--- src/rtl/entropy_conditioner.sv ---
// Health-tested, von Neumann debiased byte source for the USB entropy generator.
// Raw LFSR bits are screened by RCT/APT, debiased in pairs and packed LSB-first into bytes.
module entropy_conditioner #(
    parameter int RCT_CUTOFF   = 32,
    parameter int APT_WINDOW   = 1024,
    parameter int APT_CUTOFF   = 600,
    parameter int STARTUP_BITS = 1024
) (
    input  logic        clk,
    input  logic        rst,
    input  logic        bit_valid,
    input  logic        bit_in,
    output logic        byte_valid,
    output logic [7:0]  byte_out,
    input  logic        byte_ack,
    output logic        running,
    output logic        health_fail,
    output logic [1:0]  fail_cause,
    output logic [15:0] dropped_count
);

    localparam int RW = $clog2(RCT_CUTOFF + 1);
    localparam int AW = $clog2(APT_WINDOW + 1);
    localparam int PW = $clog2(APT_WINDOW);
    localparam int WW = $clog2(STARTUP_BITS + 1);

    typedef enum logic [1:0] {WARMUP, RUN, FAILED} state_e;

    state_e        state_q;
    logic          have_prev_q;
    logic          prev_bit_q;
    logic [RW-1:0] rct_q;
    logic [PW-1:0] apt_pos_q;
    logic          apt_ref_q;
    logic [AW-1:0] apt_cnt_q;
    logic [WW-1:0] warm_q;
    logic          phase_q;
    logic          pair_first_q;
    logic [7:0]    pack_q;
    logic [2:0]    pack_cnt_q;
    logic [7:0]    byte_q;
    logic          valid_q;
    logic          running_q;
    logic          fail_q;
    logic [1:0]    cause_q;
    logic [15:0]   dropped_q;

    logic          strobe;
    logic [RW-1:0] rct_d;
    logic          apt_ref_d;
    logic [AW-1:0] apt_cnt_d;
    logic [PW-1:0] apt_pos_d;
    logic          rct_fail;
    logic          apt_fail;
    logic          dbit_valid;
    logic          can_load;
    logic [7:0]    full_byte;

    always_comb begin
        strobe    = bit_valid && (state_q != FAILED);
        rct_d     = (!have_prev_q || (bit_in != prev_bit_q)) ? RW'(1) : rct_q + RW'(1);
        apt_ref_d = (apt_pos_q == '0) ? bit_in : apt_ref_q;
        if (apt_pos_q == '0)
            apt_cnt_d = AW'(1);
        else if (bit_in == apt_ref_q)
            apt_cnt_d = apt_cnt_q + AW'(1);
        else
            apt_cnt_d = apt_cnt_q;
        apt_pos_d  = (apt_pos_q == PW'(APT_WINDOW - 1)) ? '0 : apt_pos_q + PW'(1);
        rct_fail   = rct_d >= RW'(RCT_CUTOFF);
        apt_fail   = apt_cnt_d >= AW'(APT_CUTOFF);
        // A pair is complete on the second bit; 01 -> 0 and 10 -> 1, i.e. the first bit.
        dbit_valid = (state_q == RUN) && phase_q && (pair_first_q != bit_in);
        full_byte  = {pair_first_q, pack_q[6:0]};
        can_load   = !valid_q || byte_ack;
    end

    always_ff @(posedge clk) begin
        if (rst) begin
            state_q      <= WARMUP;
            have_prev_q  <= 1'b0;
            prev_bit_q   <= 1'b0;
            rct_q        <= '0;
            apt_pos_q    <= '0;
            apt_ref_q    <= 1'b0;
            apt_cnt_q    <= '0;
            warm_q       <= '0;
            phase_q      <= 1'b0;
            pair_first_q <= 1'b0;
            pack_q       <= '0;
            pack_cnt_q   <= '0;
            byte_q       <= '0;
            valid_q      <= 1'b0;
            running_q    <= 1'b0;
            fail_q       <= 1'b0;
            cause_q      <= '0;
            dropped_q    <= '0;
        end else begin
            if (valid_q && byte_ack)
                valid_q <= 1'b0;
            if (strobe) begin
                have_prev_q <= 1'b1;
                prev_bit_q  <= bit_in;
                rct_q       <= rct_d;
                apt_pos_q   <= apt_pos_d;
                apt_ref_q   <= apt_ref_d;
                apt_cnt_q   <= apt_cnt_d;
                if (rct_fail || apt_fail) begin
                    // The failing bit never reaches the extractor; all pending output is discarded.
                    state_q    <= FAILED;
                    running_q  <= 1'b0;
                    fail_q     <= 1'b1;
                    cause_q    <= {apt_fail, rct_fail};
                    valid_q    <= 1'b0;
                    byte_q     <= '0;
                    pack_q     <= '0;
                    pack_cnt_q <= '0;
                    phase_q    <= 1'b0;
                end else if (state_q == WARMUP) begin
                    warm_q <= warm_q + WW'(1);
                    if (warm_q == WW'(STARTUP_BITS - 1)) begin
                        state_q   <= RUN;
                        running_q <= 1'b1;
                        phase_q   <= 1'b0;
                    end
                end else begin
                    phase_q <= !phase_q;
                    if (!phase_q)
                        pair_first_q <= bit_in;
                    if (dbit_valid) begin
                        if (pack_cnt_q == 3'd7) begin
                            pack_q     <= '0;
                            pack_cnt_q <= '0;
                            if (can_load) begin
                                byte_q  <= full_byte;
                                valid_q <= 1'b1;
                            end else if (dropped_q != 16'hFFFF) begin
                                dropped_q <= dropped_q + 16'd1;
                            end
                        end else begin
                            pack_q[pack_cnt_q] <= pair_first_q;
                            pack_cnt_q         <= pack_cnt_q + 3'd1;
                        end
                    end
                end
            end
        end
    end

    assign byte_valid    = valid_q;
    assign byte_out      = byte_q;
    assign running       = running_q;
    assign health_fail   = fail_q;
    assign fail_cause    = cause_q;
    assign dropped_count = dropped_q;

endmodule
--- config.mk ---
export PLATFORM = sky130hd
export DESIGN_NAME = entropy_conditioner
export DESIGN_NICKNAME = d
export VERILOG_FILES = /design/src/rtl/entropy_conditioner.sv
export SDC_FILE = /design/constraint.sdc
export NUM_CORES = 1
export LEC_CHECK = 0
export ABC_AREA = 1
export BUFFER_PORTS_ARGS = -buffer_cell sky130_fd_sc_hd__buf_2
export CAP_MARGIN = 5
export CORE_ASPECT_RATIO = 1.5
export CORE_MARGIN = 1.5
export CORE_UTILIZATION = 54
export CTS_BUF_LIST = sky130_fd_sc_hd__clkbuf_8 sky130_fd_sc_hd__clkbuf_16
export DETAILED_ROUTE_END_ITERATION = 10
export PLACE_DENSITY_LB_ADDON = 0.05
export SYNTH_ARGS = -nofsm -noshare
export SYNTH_HDL_FRONTEND = slang
export SYNTH_SLANG_ARGS = --single-unit
--- constraint.sdc ---
create_clock -name clk -period 2.1 [get_ports clk]
set_input_delay 0.42 -clock clk [delete_from_list [all_inputs] [get_ports clk]]
set_output_delay 0.42 -clock clk [all_outputs]
set_load 0.05 [all_outputs]
# Yosys cells after proc, flatten, opt, wreduce, memory -nomap -nowiden
# Cells that the tools add are included.
[totals]
input_bits = 5
regBits = 85
[classes]
order_cmp = 4
n_eq_ne = 11
n_reduce_logical = 27
muxes = 36
bitwise = 4
add_sub_neg = 6
[ops]
columns = ["op", "count"]
rows = [
  ["$mux W8", 9],
  ["$add A11 B1 Y11 const B", 2],
  ["$mux W11", 2],
  ["$add A16 B1 Y16 const B", 1],
  ["$ne A16 B16 Y1 const B", 1],
  ["$mux W1", 14],
  ["$mux W3", 4],
  ["$eq A11 B10 Y1 const B", 1],
  ["$ge A11 B10 Y1 const B", 1],
  ["$add A10 B1 Y10 const B", 1],
  ["$eq A10 B10 Y1 const B", 1],
  ["$logic_not A10 Y1", 1],
  ["$mux W10", 1],
  ["$reduce_bool A2 Y1", 5],
  ["$reduce_and A3 Y1", 3],
  ["$bwmux W8", 1],
  ["$reduce_and A7 Y1", 1],
  ["$add A6 B1 Y6 const B", 1],
  ["$ge A6 B6 Y1 const B", 1],
  ["$mux W2", 3],
  ["$mux W6", 1],
  ["$reduce_and A2 Y1", 3],
  ["$logic_and A1 B1 Y1", 5],
  ["$reduce_and A5 Y1", 1],
  ["other kinds (15)", 24],
]

# Longest topological paths before layout
# Gate-level depths: netlist of the first run.
[logic_depth]
ltp_word = 9
mapped_depth = 19
ltp_nobuf = 18

# Least setup slack after synthesis of the first run
# Ideal clock, no wire load.
[synth_path]
kind = "register to register"
from = "register state_q[0]"
to = "register dropped_q[8], in the netlist dropped_count[8]"
t_arrival_ps = 2173
setup_slack_ps = -190
period_less_slack_ps = 2290
path_buffers = 0
stages_incl_launch_ff = 14
path_cell_list = "dfxtp_1 -> inv_2 -> a21oi_4 -> inv_2 -> nor2_1 -> nand2_1 -> nor2_1 -> nand2_1 -> nor2_2 -> nand4_4 -> nor2_2 -> nand3_1 -> nand2_1 -> nor2_1"
[synth_via]
elab_chain_cells = 4
[synth_lines]
columns = ["element", "line", "source"]
rows = [
  ["start: declaration", "29", "state_e state_q;"],
  ["start signal: assignment", "80", "state_q <= WARMUP;"],
  ["start signal: assignment", "110", "state_q <= FAILED;"],
  ["start signal: assignment", "122", "state_q <= RUN;"],
  ["$eq A2 B1 Y1", "73", "dbit_valid = (state_q == RUN) && phase_q && (pair_first_q != bit_in);"],
  ["$logic_and A1 B1 Y1 (2 in series)", "73", ""],
  ["$reduce_and A7 Y1 (no line) *", "-", ""],
  ["end signal: assignment", "138", "dropped_q <= dropped_q + 16'd1;"],
  ["end: declaration", "46", "logic [15:0] dropped_q;"],
]
# Mark *: on every way between the ends. The rest lies on a longest branch, timed or not.
# A chain may end at the register's enable or synchronous reset.

# Worst setup path after layout of the first run
[layout_path]
from = "register pack_cnt_q[1]"
to = "register dropped_q[1], in the netlist dropped_count[1]"
[layout_via]
elab_chain_cells = 2
[layout_lines]
columns = ["element", "line", "source"]
rows = [
  ["start: declaration", "40", "logic [2:0] pack_cnt_q;"],
  ["start signal: assignment", "142", "pack_cnt_q <= pack_cnt_q + 3'd1;"],
  ["$eq A3 B3 Y1", "131", "if (pack_cnt_q == 3'd7) begin"],
  ["$reduce_and A7 Y1 (no line)", "-", ""],
]
# No other way between the ends.

==> flow_metrics.env, run 1 <==
export IMPL_status="complete, but fails checks"
export IMPL_violations="negative setup slack"
export IMPL_post_route_util=0.740
export IMPL_grt_usage=0.255
export IMPL_drive_gt1_frac=0.301
export IMPL_synth_edf_count=0
export IMPL_hold_class="in -> reg"
export IMPL_ant_nets=0
export IMPL_synth_compound_area_frac=0.104
export IMPL_finalWirelength_um=12100
export IMPL_power_mw=3.60
export IMPL_nNetsFinal=768
export IMPL_rrSetupSlack_ns=-0.12
export IMPL_htree_levels=3
export IMPL_vias=4655
export IMPL_die_h_um=115
export IMPL_r2r_start="pack_cnt_q[1]"
export IMPL_grt_pass1_wl_um=18300
export IMPL_syn_num_nets=672
export IMPL_first_pass_iters=7
export IMPL_die_area_mm2=0.00886
export IMPL_first_iter_violations=268
export IMPL_clock_latency_ns=0.34
export IMPL_routabilityCongestion=0.892
export IMPL_dp_hpwl_um=7910
export IMPL_cts_root_buf="clkbuf_16"
export IMPL_async_reset_ff_frac=0
export IMPL_place_area_mm2=0.00511
export IMPL_rsz0062_at_grt="yes"
export IMPL_timing_max_cap_violations=0
export IMPL_cts_buffers=9
export IMPL_synth_top_family_by_area="simple AND/OR/NAND/NOR gates"
export IMPL_power_density_mw_per_mm2=608
export IMPL_ios=34
export IMPL_hold_buffers=0
export IMPL_r2r_cells=12
export IMPL_synth_warnings=0
export IMPL_drc=0
export IMPL_dp_cells=837
export IMPL_synthMuxAreaShare=0
export IMPL_synth_area_mm2=0.00448
export IMPL_port_buffers=33
export IMPL_synth_main_ff_cell="dfxtp_1"
export IMPL_initial_core_util=0.560
export IMPL_wl_per_cell_um=14.0
export IMPL_worstPathArrival_ns=2.49
export IMPL_syn_inst=659
export IMPL_avgSynthCellArea_um2=6.80
export IMPL_period_needed_ns=2.22
export IMPL_cp_start_kind="register"
export IMPL_core_area_mm2=0.00801
export IMPL_final_hold_viol_count=0
export IMPL_synth_top_area_frac=0.371
export IMPL_stdcell_area_mm2=0.00592
export IMPL_critPathKind="reg -> reg"
export IMPL_setup_violations_final=26
export IMPL_num_antenna_cells=0
export IMPL_area_growth_pct=32.2
export IMPL_synth_xor_area_frac=0.0235
export IMPL_clock_sinks=83
export IMPL_synth_top_area_cell="dfxtp_1"
export IMPL_cts_reportedPaths_clkPinSlew_ns=0.06
export IMPL_slew_viol_final=0
export IMPL_ys_types=40
export IMPL_required_ns=2.37
export IMPL_via_per_inst=5.39
export IMPL_synthAdderAreaFrac=0.0223
export IMPL_yosys_area_share_simple=0.381
export IMPL_slew_headroom=0.654
export IMPL_r2r_end="dropped_count[1]"
export IMPL_synth_area_leaders="dfxtp_1, nand2_1, nor2_1, inv_1, a21oi_1"
export IMPL_cts_tree="yes"
export IMPL_max_freq_mhz=450
export IMPL_hold_depth=4
export IMPL_grt_pass1_vias=4262
export IMPL_die_width_um=77.4
export IMPL_endpoint_kind="register"
export IMPL_synth_seq_cells=83
export IMPL_worst_pin_slew_ns=0.515
export IMPL_min_to="apt_pos_q[4]"
export IMPL_overflow=0
export IMPL_worst_slack_ns=-0.121
export IMPL_antenna_found_initial=0
export IMPL_finalSetupTns_ns=-0.897
export IMPL_grt_max_degree=34
export IMPL_cts_buffer_depth=2
export IMPL_ys_seq_area_frac=0.371
export IMPL_period_share=1.06
export IMPL_critPathMaxFanout=6
export IMPL_finalNonFillerCells=863
export IMPL_finClkSkew_ns=0.0105
export IMPL_min_from="rst"
export IMPL_vdd_drop_max_mv=0.706
export IMPL_std_cell_rows=40
export IMPL_p_leak_nw=2.54
## cells in the mapped netlist (all sizes together) (4+ instances only)
library cell,instances
clkbuf,12
a31oi,4
nor2,114
nand3,47
a21oi,47
ha,8
xor2,8
dfxtp,83
nor4,7
nor3,33
xnor2,4
inv,88
nand4,22
nand2,141
o21ai,25
## worst max-delay path, stage by stage, from the launching register on
cell,delay (ns)
dfxtp_1,0.44
ha_1,0.20
ha_1,0.27
inv_1,0.09
nor2_1,0.18
nand2_1,0.14
nor2_4,0.18
inv_1,0.09
nor2_4,0.20
buf_6,0.14
buf_6,0.09
o21ai_2,0.04
nor2_1,0.09
## cell families (layout without fill, tap and decap cells)
logic type,Yosys count,in the layout
fa+ha+maj,8,8
simple gates,366,369
flops,83,83
xor+xnor,12,12
buf+inv,105,201
compound gates,85,85
## through the flow
step                      worst slack, ns  hold WS [ns]
after floorplan                  0.000595         0.422
after global placement             -0.159         0.432
after detailed placement           -0.203         0.439
after CTS                        0.000634         0.438
after global routing               -0.224         0.448
final                              -0.121         0.447
## state kept, by name, summed over array words and instances (netlist names)
register,count
pack_q,7
pair_first_q,1
apt_cnt_q,11
byte_out,8
health_fail,1
prev_bit_q,1
rct_q,6
apt_pos_q,10
warm_q,11
pack_cnt_q,3
have_prev_q,1
byte_valid,1
apt_ref_q,1
fail_cause,2
dropped_count,16
phase_q,1
state_q,2
## repair_timing
item                                    CTS  global route
gates cloned                              0             3
pin swaps                                 6            23
endpoints found under the setup margin   43            50
gates resized for setup                  17           100
buffers inserted                          3             6
## worst max path at each step
stage	end	startpoint	slack, ns	depth (start not counted)
CTS	pack_cnt_q[1]	apt_pos_q[0]	0.0006	16
global placement	byte_out[0]	bit_in	-0.16	14
finish	dropped_count[1]	pack_cnt_q[1]	-0.12	12
detailed placement	byte_out[4]	bit_in	-0.20	14
floorplan	dropped_count[8]	state_q[0]	0.0006	13
global route	dropped_count[1]	pack_cnt_q[1]	-0.22	12
## placed cells by master (no fill, tap or decap), types with 9 or more instances in the layout
cell / instances
inv_1: 76
nand3_1: 32
buf_2: 33
o21ai_0: 15
dfxtp_2: 9
buf_4: 53
nand3_2: 11
nand4_1: 21
nand2_1: 113
nor3_1: 25
buf_6: 11
nor2_4: 12
dfxtp_1: 73
nand2_2: 19
a21oi_2: 9
a21oi_1: 37
nor2_1: 95
clkbuf_16: 9
## cell type report
| cell class | instances | area, um2 |
|---|---|---|
| multi-input combinational | 474 | 2770 |
| clock buffer | 10 | 239 |
| timing repair buffer | 97 | 687 |
| inverter | 90 | 382 |
| sequential | 83 | 1680 |
| tap | 105 | 131 |
| fill | 650 | 2080 |
| clock inverter | 4 | 43.8 |
## report_power, final
part	switching (mW)	internal [mW]	total [mW]
Combinational	0.249	0.158	0.408
Sequential	0.0319	1.61	1.64
Clock	0.621	0.932	1.55
## layer usage
layer / vias up / global-route usage / share of wire
met2: 100 / 0.478 / 0.54
met1: 2192 / 0.286 / 0.41
li1: 2338 / - / -
met5: - / 0 / 0
met4: 0 / 0.0848 / 0.017
met3: 25 / 0.0454 / 0.036
No activity file was read; power rests on OpenSTA's default activity.
==> inputs of run 2 (changes only) <==
--- a/config.mk
+++ b/config.mk
@@ -10,7 +10,7 @@
 export CAP_MARGIN = 5
 export CORE_ASPECT_RATIO = 1.5
 export CORE_MARGIN = 1.5
-export CORE_UTILIZATION = 54
+export CORE_UTILIZATION = 30
 export CTS_BUF_LIST = sky130_fd_sc_hd__clkbuf_8 sky130_fd_sc_hd__clkbuf_16
 export DETAILED_ROUTE_END_ITERATION = 10
 export PLACE_DENSITY_LB_ADDON = 0.05
==> flow_metrics.env, run 2 (synthesis results as in run 1) <==
export IMPL_status="complete, but fails checks"
export IMPL_violations="negative setup slack"
export IMPL_worstSetupStartpoint="apt_cnt_q[0]"
export IMPL_num_antenna_cells=0
export IMPL_vias=4579
export IMPL_finalWirelength_um=12700
export IMPL_r2r_cells=13
export IMPL_post_route_util=0.422
export IMPL_grt_max_degree=34
export IMPL_slew_headroom=0.671
export IMPL_initial_core_util=0.307
export IMPL_std_cell_rows=54
export IMPL_die_area_mm2=0.0157
export IMPL_grt_pass1_vias=4374
export IMPL_area_growth_pct=37.4
export IMPL_clock_sinks=83
export IMPL_period_needed_ns=2.11
export IMPL_finalSetupTns_ns=-0.0282
export IMPL_grt_usage=0.165
export IMPL_clock_latency_ns=0.34
export IMPL_endpoint_kind="register"
export IMPL_wl_per_cell_um=12.9
export IMPL_core_area_mm2=0.0146
export IMPL_cp_start_kind="register"
export IMPL_cts_buffer_depth=2
export IMPL_required_ns=2.36
export IMPL_max_freq_mhz=475
export IMPL_setup_violations_final=6
export IMPL_dp_hpwl_um=9190
export IMPL_routabilityCongestion=0.833
export IMPL_endpoint="dropped_count[10]"
export IMPL_die_width_um=103
export IMPL_power_density_mw_per_mm2=576
export IMPL_drive_gt1_frac=0.301
export IMPL_grt_pass1_wl_um=20400
export IMPL_stdcell_area_mm2=0.00616
export IMPL_critPathMaxFanout=9
export IMPL_worstPathArrival_ns=2.36
export IMPL_timing_max_cap_violations=0
export IMPL_final_common_cell="nand2_1"
export IMPL_p_leak_nw=2.65
export IMPL_period_share=1.00
export IMPL_finClkSkew_ns=0.00493
export IMPL_cts_tree="yes"
export IMPL_r2r_end="dropped_count[10]"
export IMPL_rrSetupSlack_ns=-0.007
export IMPL_worst_slack_ns=-0.00693
export IMPL_drc=0
export IMPL_critPathKind="reg -> reg"
export IMPL_port_buffers=33
export IMPL_final_hold_viol_count=0
export IMPL_via_per_inst=4.63
export IMPL_antenna_found_initial=0
export IMPL_whs_ns=0.446
export IMPL_ios=34
export IMPL_first_iter_violations=132
export IMPL_die_h_um=153
export IMPL_vdd_drop_max_mv=0.322
export IMPL_layout_cells_most_common_list="nand2_1, nor2_1, buf_4, inv_1, dfxtp_1"
export IMPL_cts_reportedPaths_clkPinSlew_ns=0.06
export IMPL_hold_class="in -> reg"
export IMPL_cts_buffers=9
export IMPL_r2r_start="apt_cnt_q[0]"
export IMPL_overflow=0
export IMPL_largest_register_ffs=16
export IMPL_first_pass_iters=4
export IMPL_ant_nets=0
export IMPL_place_area_mm2=0.00540
export IMPL_worst_pin_slew_ns=0.489
export IMPL_rsz0062_at_grt="yes"
export IMPL_slew_viol_final=0
export IMPL_nNetsFinal=801
export IMPL_cts_root_buf="clkbuf_16"
export IMPL_num_fill_cells=1561
export IMPL_hold_depth=4
export IMPL_power_mw=3.55
export IMPL_htree_levels=3
[run 2: cell types whose count changed in the layout (fill, tap and decap cells not counted), moves of 3 or more]
cell	previous run	this run
a21oi_2	9	2
nor3_1	25	29
buf_4	53	89
nor3_2	7	4
a21oi_1	37	43
nand2_2	19	12
nand2_1	113	121
dfxtp_2	9	6
[run 2: repair_timing]
action	in CTS	in global routing
pin swaps	23	39
setup buffers	13	12
gates cloned	1	0
gates resized for setup	35	50
endpoints found under the setup margin	44	51
hold buffers	0	0
[run 2: how the worst min path moves through the flow]
stage,from,endpoint,slack (ns)
finish,byte_ack,byte_valid,0.45
global placement,rct_q[4],rct_q[4],0.43
floorplan,rct_q[4],rct_q[4],0.42
detailed placement,rct_q[4],rct_q[4],0.45
global route,byte_ack,byte_valid,0.46
CTS,byte_ack,byte_valid,0.43
[run 2: layout make-up]
type	instances	area [um2]	area share
clock inverters	5	30.0	0.00488
flip-flops and latches	83	1680	0.272
multi-input cells	472	2640	0.429
well taps	196	245	0.0398
inverters	90	372	0.0603
clock buffers	10	239	0.0388
repair buffers	132	955	0.155
[run 2: routing by layer]
layer,GRT usage,part of all wire
met4,0.0669,0.020
met1,0.197,0.45
met2,0.290,0.51
met3,0.0243,0.019
met5,0,0
[run 2: worst max-delay path: stages (launching register included)]
cell and delay, ns:
dfxtp_4 0.36, buf_6 0.11, inv_4 0.04, nor2_4 0.19
nand3_2 0.11, nor2_2 0.13, xor2_1 0.18, nor2_2 0.09
nand2_4 0.07, buf_6 0.12, nand4_4 0.23, nor2_4 0.18
nor2_1 0.05, nor3_1 0.15
[run 2: metrics by stage]
stage	setup slack, ns	cells
2_1_floorplan	0.000595	659
5_1_grt	-0.145	988
3_5_place_dp	-0.241	949
3_3_place_gp	-0.275	949
4_1_cts	-0.0508	978
6_report	-0.00693	988
[run 2: report_power, final]
part	total (mW)	internal (mW)	leakage, nW	switching, mW
Combinational	0.438	0.184	1.85	0.254
Clock	1.47	0.821	0.130	0.652
Sequential	1.64	1.61	0.676	0.0289
